### config.mk
export PLATFORM = sky130hd
export DESIGN_NAME = display_scan_controller_flat
export DESIGN_NICKNAME = d
export VERILOG_FILES = /design/src/rtl/display_scan_if.sv /design/src/rtl/display_scan_controller.sv /design/src/flat_wrapper.sv
export SDC_FILE = /design/constraint.sdc
export NUM_CORES = 1
export LEC_CHECK = 0
export CORE_AREA = 2 2 102 104
export DETAILED_ROUTE_END_ITERATION = 7
export DIE_AREA = 0 0 104 106
export SYNTH_ARGS = -nofsm -noshare
export SYNTH_HDL_FRONTEND = slang
export SYNTH_SLANG_ARGS = --single-unit
### constraint.sdc
create_clock -name clock -period 3.05 [get_ports clock]
set_input_delay 0.61 -clock clock [delete_from_list [all_inputs] [get_ports clock]]
set_output_delay 0.61 -clock clock [all_outputs]
set_load 0.05 [all_outputs]
### src/rtl/display_scan_if.sv
// Handshake/bus bundle for the 4-digit multiplexed 7-segment scan controller.
// The master drives the controls and segment patterns; the slave (controller) drives the display.
interface display_scan_if;
  logic       enable;
  logic       load;
  logic [6:0] seg0;
  logic [6:0] seg1;
  logic [6:0] seg2;
  logic [6:0] seg3;
  logic [3:0] d1;
  logic [6:0] d7;
  logic [1:0] scan_index;
  logic       pending;
  logic       frame_done;

  modport master (
    output enable, load, seg0, seg1, seg2, seg3,
    input  d1, d7, scan_index, pending, frame_done
  );

  modport slave (
    input  enable, load, seg0, seg1, seg2, seg3,
    output d1, d7, scan_index, pending, frame_done
  );
endinterface

### src/rtl/display_scan_controller.sv
// Glitch-free 4-digit 7-segment scanner with per-slot blanking and a
// double-buffered pattern bank that only commits at frame boundaries.

module display_digit_bank #(
  parameter int unsigned SEG_W = 7
) (
  input  logic             clock,
  input  logic             reset,
  input  logic             load,
  input  logic             commit,
  input  logic             pending,
  input  logic [SEG_W-1:0] seg_in,
  output logic [SEG_W-1:0] active_q
);
  logic [SEG_W-1:0] shadow_q, shadow_d, active_d;

  always_comb begin
    shadow_d = shadow_q;
    active_d = active_q;
    if (load) shadow_d = seg_in;
    // a load landing on the commit edge bypasses the shadow straight into active
    if (commit) begin
      if (load)         active_d = seg_in;
      else if (pending) active_d = shadow_q;
    end
  end

  always_ff @(posedge clock) begin
    if (reset) begin
      shadow_q <= '1;
      active_q <= '1;
    end else begin
      shadow_q <= shadow_d;
      active_q <= active_d;
    end
  end
endmodule

module display_scan_controller #(
  parameter int unsigned TICK_DIV     = 50000,
  parameter int unsigned BLANK_CYCLES = 500,
  parameter int unsigned CNT_W        = 20
) (
  input  logic          clock,
  input  logic          reset,
  display_scan_if.slave bus
);
  localparam int unsigned NUM_DIGITS = 4;
  localparam int unsigned SEG_W      = 7;

  typedef enum logic [1:0] {ST_OFF, ST_BLANK, ST_SHOW} state_e;

  state_e                              state_q, state_d;
  logic [CNT_W-1:0]                    cnt_q, cnt_d;
  logic [1:0]                          idx_q, idx_d;
  logic [NUM_DIGITS-1:0]               d1_q, d1_d;
  logic [SEG_W-1:0]                    d7_q, d7_d;
  logic                                pending_q, pending_d;
  logic                                frame_done_q, frame_done_d;
  logic                                slot_end, commit;
  logic [NUM_DIGITS-1:0][SEG_W-1:0]    seg_in, active_q;

  assign seg_in   = {bus.seg3, bus.seg2, bus.seg1, bus.seg0};
  assign slot_end = (state_q == ST_SHOW) && (cnt_q == CNT_W'(TICK_DIV - 1));
  assign commit   = slot_end && (idx_q == 2'd3);

  genvar g;
  generate
    for (g = 0; g < NUM_DIGITS; g++) begin : g_bank
      display_digit_bank #(.SEG_W(SEG_W)) u_bank (
        .clock    (clock),
        .reset    (reset),
        .load     (bus.load),
        .commit   (commit),
        .pending  (pending_q),
        .seg_in   (seg_in[g]),
        .active_q (active_q[g])
      );
    end
  endgenerate

  always_comb begin
    state_d      = state_q;
    cnt_d        = cnt_q;
    idx_d        = idx_q;
    pending_d    = pending_q;
    frame_done_d = commit;
    d1_d         = '1;
    d7_d         = '1;

    unique case (state_q)
      ST_OFF: begin
        cnt_d = '0;
        idx_d = '0;
        if (bus.enable) state_d = ST_BLANK;
      end
      ST_BLANK: begin
        cnt_d = cnt_q + CNT_W'(1);
        if (cnt_q == CNT_W'(BLANK_CYCLES - 1)) state_d = ST_SHOW;
      end
      ST_SHOW: begin
        if (slot_end) begin
          cnt_d = '0;
          if (!bus.enable) begin
            state_d = ST_OFF;
            idx_d   = '0;
          end else begin
            state_d = ST_BLANK;
            idx_d   = idx_q + 2'd1;
          end
        end else begin
          cnt_d = cnt_q + CNT_W'(1);
        end
      end
      default: begin
        state_d = ST_OFF;
        cnt_d   = '0;
        idx_d   = '0;
      end
    endcase

    if (commit)        pending_d = 1'b0;
    else if (bus.load) pending_d = 1'b1;

    // SHOW is never entered on a commit edge, so the current active bank is the one to show
    if (state_d == ST_SHOW) begin
      d1_d = ~(NUM_DIGITS'(1) << idx_d);
      d7_d = active_q[idx_d];
    end
  end

  always_ff @(posedge clock) begin
    if (reset) begin
      state_q      <= ST_OFF;
      cnt_q        <= '0;
      idx_q        <= '0;
      d1_q         <= '1;
      d7_q         <= '1;
      pending_q    <= 1'b0;
      frame_done_q <= 1'b0;
    end else begin
      state_q      <= state_d;
      cnt_q        <= cnt_d;
      idx_q        <= idx_d;
      d1_q         <= d1_d;
      d7_q         <= d7_d;
      pending_q    <= pending_d;
      frame_done_q <= frame_done_d;
    end
  end

  assign bus.d1         = d1_q;
  assign bus.d7         = d7_q;
  assign bus.scan_index = idx_q;
  assign bus.pending    = pending_q;
  assign bus.frame_done = frame_done_q;
endmodule
### src/flat_wrapper.sv
// flat-port wrapper written by rule: the top's interface ports become plain ports
module display_scan_controller_flat 
#(
  parameter int unsigned TICK_DIV     = 50000,
  parameter int unsigned BLANK_CYCLES = 500,
  parameter int unsigned CNT_W        = 20
)
  (clock, reset, bus_enable, bus_load, bus_seg0, bus_seg1, bus_seg2, bus_seg3, bus_d1, bus_d7, bus_scan_index, bus_pending, bus_frame_done);
  display_scan_if bus_i ();
  input  logic clock;
  input  logic reset;
  input wire logic [$bits(bus_i.enable)-1:0] bus_enable;
  input wire logic [$bits(bus_i.load)-1:0] bus_load;
  input wire logic [$bits(bus_i.seg0)-1:0] bus_seg0;
  input wire logic [$bits(bus_i.seg1)-1:0] bus_seg1;
  input wire logic [$bits(bus_i.seg2)-1:0] bus_seg2;
  input wire logic [$bits(bus_i.seg3)-1:0] bus_seg3;
  output wire logic [$bits(bus_i.d1)-1:0] bus_d1;
  output wire logic [$bits(bus_i.d7)-1:0] bus_d7;
  output wire logic [$bits(bus_i.scan_index)-1:0] bus_scan_index;
  output wire logic [$bits(bus_i.pending)-1:0] bus_pending;
  output wire logic [$bits(bus_i.frame_done)-1:0] bus_frame_done;
  assign bus_i.enable = bus_enable;
  assign bus_i.load = bus_load;
  assign bus_i.seg0 = bus_seg0;
  assign bus_i.seg1 = bus_seg1;
  assign bus_i.seg2 = bus_seg2;
  assign bus_i.seg3 = bus_seg3;
  assign bus_d1 = bus_i.d1;
  assign bus_d7 = bus_i.d7;
  assign bus_scan_index = bus_i.scan_index;
  assign bus_pending = bus_i.pending;
  assign bus_frame_done = bus_i.frame_done;
  display_scan_controller #(.TICK_DIV(TICK_DIV), .BLANK_CYCLES(BLANK_CYCLES), .CNT_W(CNT_W)) u_core (.clock(clock), .reset(reset), .bus(bus_i));
endmodule
==> reports/qor.txt <==
CLOCKING
---------------------------------------------------------------------------------
Resized Gates After CTS                                                         0
CTS Root Cell                                                        sky130_fd_sc_hd__clkbuf_8
Num CTS Buffers                                                                 9
Clk pin slew, worst setup/hold paths                                      0.09 ns
Clock tree buffer depth                                                         2
Clock tree from TritonCTS                                                     yes
Clk_lat worst skew                                                        0.35 ns
Number of buffers inserted by hold repair at cts                                0
Number of setup buffers added after CTS                                         0
TritonCTS sink count                                                           93
H-tree levels                                                                   3

STA
---------------------------------------------------------------------------------
Slew of the pin with the lowest slew margin                              0.542 ns
Max-slew violations                                                             0
Relative max-transition margin                                              63.9%
Highest achievable clock rate                                             421 MHz
Min Tclk post-route                                                       2.38 ns
Total setup violations reported at the end of the flow                          0
Total negative slack                                                         0 ns
Layout Skew                                                             0.0105 ns
Post-route clock period utilization                                         77.9%
Setup repair after global routing missed its margin                         false
Hold Vio Cnt, Final                                                             0

SYNTH
---------------------------------------------------------------------------------
Most instantiated flip-flop cell in the synthesis netlist            sky130_fd_sc_hd__dfxtp_1
Most instantiated library cell after synthesis                       sky130_fd_sc_hd__dfxtp_1
Sequential cell area fraction in the yosys report                           47.5%
Async set or reset register ratio after synthesis                              0%
Post-synthesis sequential element count                                        93
Gate Count Post-Synth                                                         401
Number of enable flip-flop cells after synthesis                                0
Count of unique library cells instantiated by Yosys                            41
Most area-hungry cell type in the Yosys netlist                      sky130_fd_sc_hd__dfxtp_1
Net count after synthesis                                                     439
Synth top area cells                                                 sky130_fd_sc_hd__dfxtp_1 48%, sky130_fd_sc_hd__mux2i_1 7.2%, sky130_fd_sc_hd__a211o_1 6.3%, sky130_fd_sc_hd__nor2_1 5.9%, sky130_fd_sc_hd__nand2b_1 4.9%
Fraction of synthesized cell area taken by the top area cell type           47.5%
Post-Syn Area per Cell                                                  9.77 um^2
Yosys Warn Count                                                                0
Most frequent cells after synthesis                                  93 x sky130_fd_sc_hd__dfxtp_1, 62 x sky130_fd_sc_hd__nor2_1, 31 x sky130_fd_sc_hd__nand2b_1, 28 x sky130_fd_sc_hd__a211o_1, 28 x sky130_fd_sc_hd__mux2i_1
Area of the mapped netlist                                              3920 um^2

GLOBAL ROUTING
---------------------------------------------------------------------------------
Overall overflow remaining after global route                                   0
Antenna violations before repair                                                0
Number of global-route vias before repair                                    2719
Pin count of the biggest net entering global routing                           62
Wire length of the first global-routing pass                             13300 um
Gr usage total                                                              14.9%

SETUP PATH
---------------------------------------------------------------------------------
Endpoint required time on the critical path                               3.28 ns
Arrival time worst endpoint                                               2.60 ns
Category of the critical setup timing path                             reg -> reg
Crit. End Element                                                       flip-flop
Startpoint type of the worst setup path                                 flip-flop
Max FO, Critical Path                                                          16

PLACE
---------------------------------------------------------------------------------
Placer Congestion                                                           0.839
Placed Area                                                             4480 um^2
Half-perimeter wire length of the detailed placement result               5600 um
Number of instances in the placed design                                      566
Port bufs                                                                      46

FLOORPLAN
---------------------------------------------------------------------------------
Overall die height                                                         106 um
Effective utilization at floorplan                                          39.2%
Die Area                                                               11000 um^2
Number of rows in the core area                                                37
Area of the placeable core                                             10000 um^2
I/O pin total                                                                  47
Horizontal die dimension                                                   104 um

DETAILED ROUTING
---------------------------------------------------------------------------------
Total via count in the routed design                                         2893
Number of DRC violations after detailed-routing iteration 0                    89
Residual DRC                                                                    0
Vias per cell                                                                4.98
Antenna viol nets, final                                                        0
Number of optimization iterations in the first detailed-route pass              4
Routed len/inst                                                           13.6 um
Drt total wl                                                              7920 um

LAYOUT
---------------------------------------------------------------------------------
Total Nets Final                                                              479
Final non-filler cell total                                                   581
Sequential cell area                                                    1860 um^2
Number of filler cells placed in the layout                                   991
Multi-input logic area                                                  1930 um^2
Area of all placed cells without fillers                                4660 um^2
Fraction of final layout cells sized beyond drive strength 1                8.76%
Inserted Diodes                                                                 0
Area growth from synthesis to final layout                                  18.9%

WORST HOLD PATH
---------------------------------------------------------------------------------
Path type of the worst min-delay path                                  reg -> reg

POWER AND IR DROP
---------------------------------------------------------------------------------
Peak VDD IR                                                              0.208 mV
Ratio of total power to cell area                                     456 nW/um^2
Static Leak                                                               1.69 nW

JOB
---------------------------------------------------------------------------------
Count of max-cap constraint violations                                          0

OUTCOME
---------------------------------------------------------------------------------
Status                                                               complete, no violations

[cell usage in the layout (no fill, tap or decap), types with 6 or more instances in the layout]
master / n
sky130_fd_sc_hd__a211o_1: 28
sky130_fd_sc_hd__a211oi_1: 7
sky130_fd_sc_hd__a211oi_2: 8
sky130_fd_sc_hd__and2_1: 6
sky130_fd_sc_hd__and3_1: 18
sky130_fd_sc_hd__clkbuf_8: 11
sky130_fd_sc_hd__clkdlybuf4s50_1: 44
sky130_fd_sc_hd__dfxtp_1: 93
sky130_fd_sc_hd__ha_1: 6
sky130_fd_sc_hd__mux2i_1: 28
sky130_fd_sc_hd__nand2_1: 11
sky130_fd_sc_hd__nand2b_1: 31
sky130_fd_sc_hd__nand3_1: 13
sky130_fd_sc_hd__nor2_1: 62
sky130_fd_sc_hd__o21ai_1: 7
sky130_fd_sc_hd__xnor2_1: 9
sky130_fd_sc_hd__xor2_1: 8
[sequential cells by signal, summed over array words and instances, names as in the netlist, 2 cells and up]
signal and count:
u_core.bus.scan_index 2, u_core.g_bank.u_bank.active_q 28, u_core.bus.d7 7, u_core.bus.d1 4, u_core.state_q 2, u_core.cnt_q 20, u_core.g_bank.u_bank.shadow_q 28
[kinds of logic after synthesis]
family / Yosys count / share of synthesized area, %
AOI/OAI and AO/OA: 61 / 13.5
xor gates and xnor gates: 17 / 3.80
adders and majority gates: 6 / 1.92
buffers and inverters: 28 / 3.35
DFF: 93 / 47.5
muxes: 28 / 7.15
and+or+nand+nor: 168 / 22.8
[metal layers]
| metal | wire length (um) | track usage (%) | vias to the layer above | share of wire (%) |
|---|---|---|---|---|
| met5 | 0 | 0 | - | 0 |
| met4 | 128 | 5.69 | 0 | 1.6 |
| met3 | 336 | 3.56 | 12 | 4.2 |
| met2 | 3420 | 22.5 | 57 | 43 |
| met1 | 4040 | 20.8 | 1340 | 51 |
| li1 | - | - | 1484 | - |
[final cells by class]
type,count,share of cell area (%)
timing repair buffer,52,10.9
clock buffer,11,3.25
sequential,93,40.0
tap,136,3.65
inverter,5,0.403
multi-input combinational,280,41.3
clock inverter,4,0.510
[path summary, 6_finish.rpt]
kind | startpoint | endpoint | slack [ns] | depth (start not counted)
worst max-delay path | u_core.state_q[0] | u_core.bus.d7[4] | 0.67 | 8
worst min-delay path | u_core.g_bank[0].u_bank.active_q[6] | u_core.g_bank[0].u_bank.active_q[6] | 0.46 | 1
worst max register to register | u_core.state_q[0] | u_core.bus.d7[4] | 0.67 | 8
worst min register to register | u_core.g_bank[0].u_bank.active_q[6] | u_core.g_bank[0].u_bank.active_q[6] | 0.46 | 1
[through the flow]
| step | hold WS [ns] | util, % | setup slack (ns) | power (W) |
|---|---|---|---|---|
| after floorplan | 0.426 | - | 0.856 | 0.00136 |
| after global placement | 0.439 | 44.8 | 0.712 | 0.00141 |
| after detailed placement | 0.448 | 44.8 | 0.695 | 0.00142 |
| after CTS | 0.470 | 46.6 | 0.680 | 0.00216 |
| after global routing | 0.495 | 46.6 | 0.439 | 0.00223 |
| final | 0.464 | 46.6 | 0.675 | 0.00213 |
[worst max-delay path: stages (launching register included)]
cell	delay (ns)
sky130_fd_sc_hd__dfxtp_1	0.35
sky130_fd_sc_hd__inv_1	0.10
sky130_fd_sc_hd__ha_1	0.28
sky130_fd_sc_hd__and2_1	0.19
sky130_fd_sc_hd__nand4_1	0.21
sky130_fd_sc_hd__o2111ai_4	0.46
sky130_fd_sc_hd__nand2_4	0.22
sky130_fd_sc_hd__a211oi_1	0.32
sky130_fd_sc_hd__o21ai_1	0.11
[where the power goes]
| group | switching (W) | internal (W) |
|---|---|---|
| Sequential | 0.00000795 | 0.00124 |
| Combinational | 0.0000655 | 0.0000745 |
| Clock | 0.000408 | 0.000334 |
| Total | 0.000481 | 0.00165 |
Power figures use the tool's default switching activity.
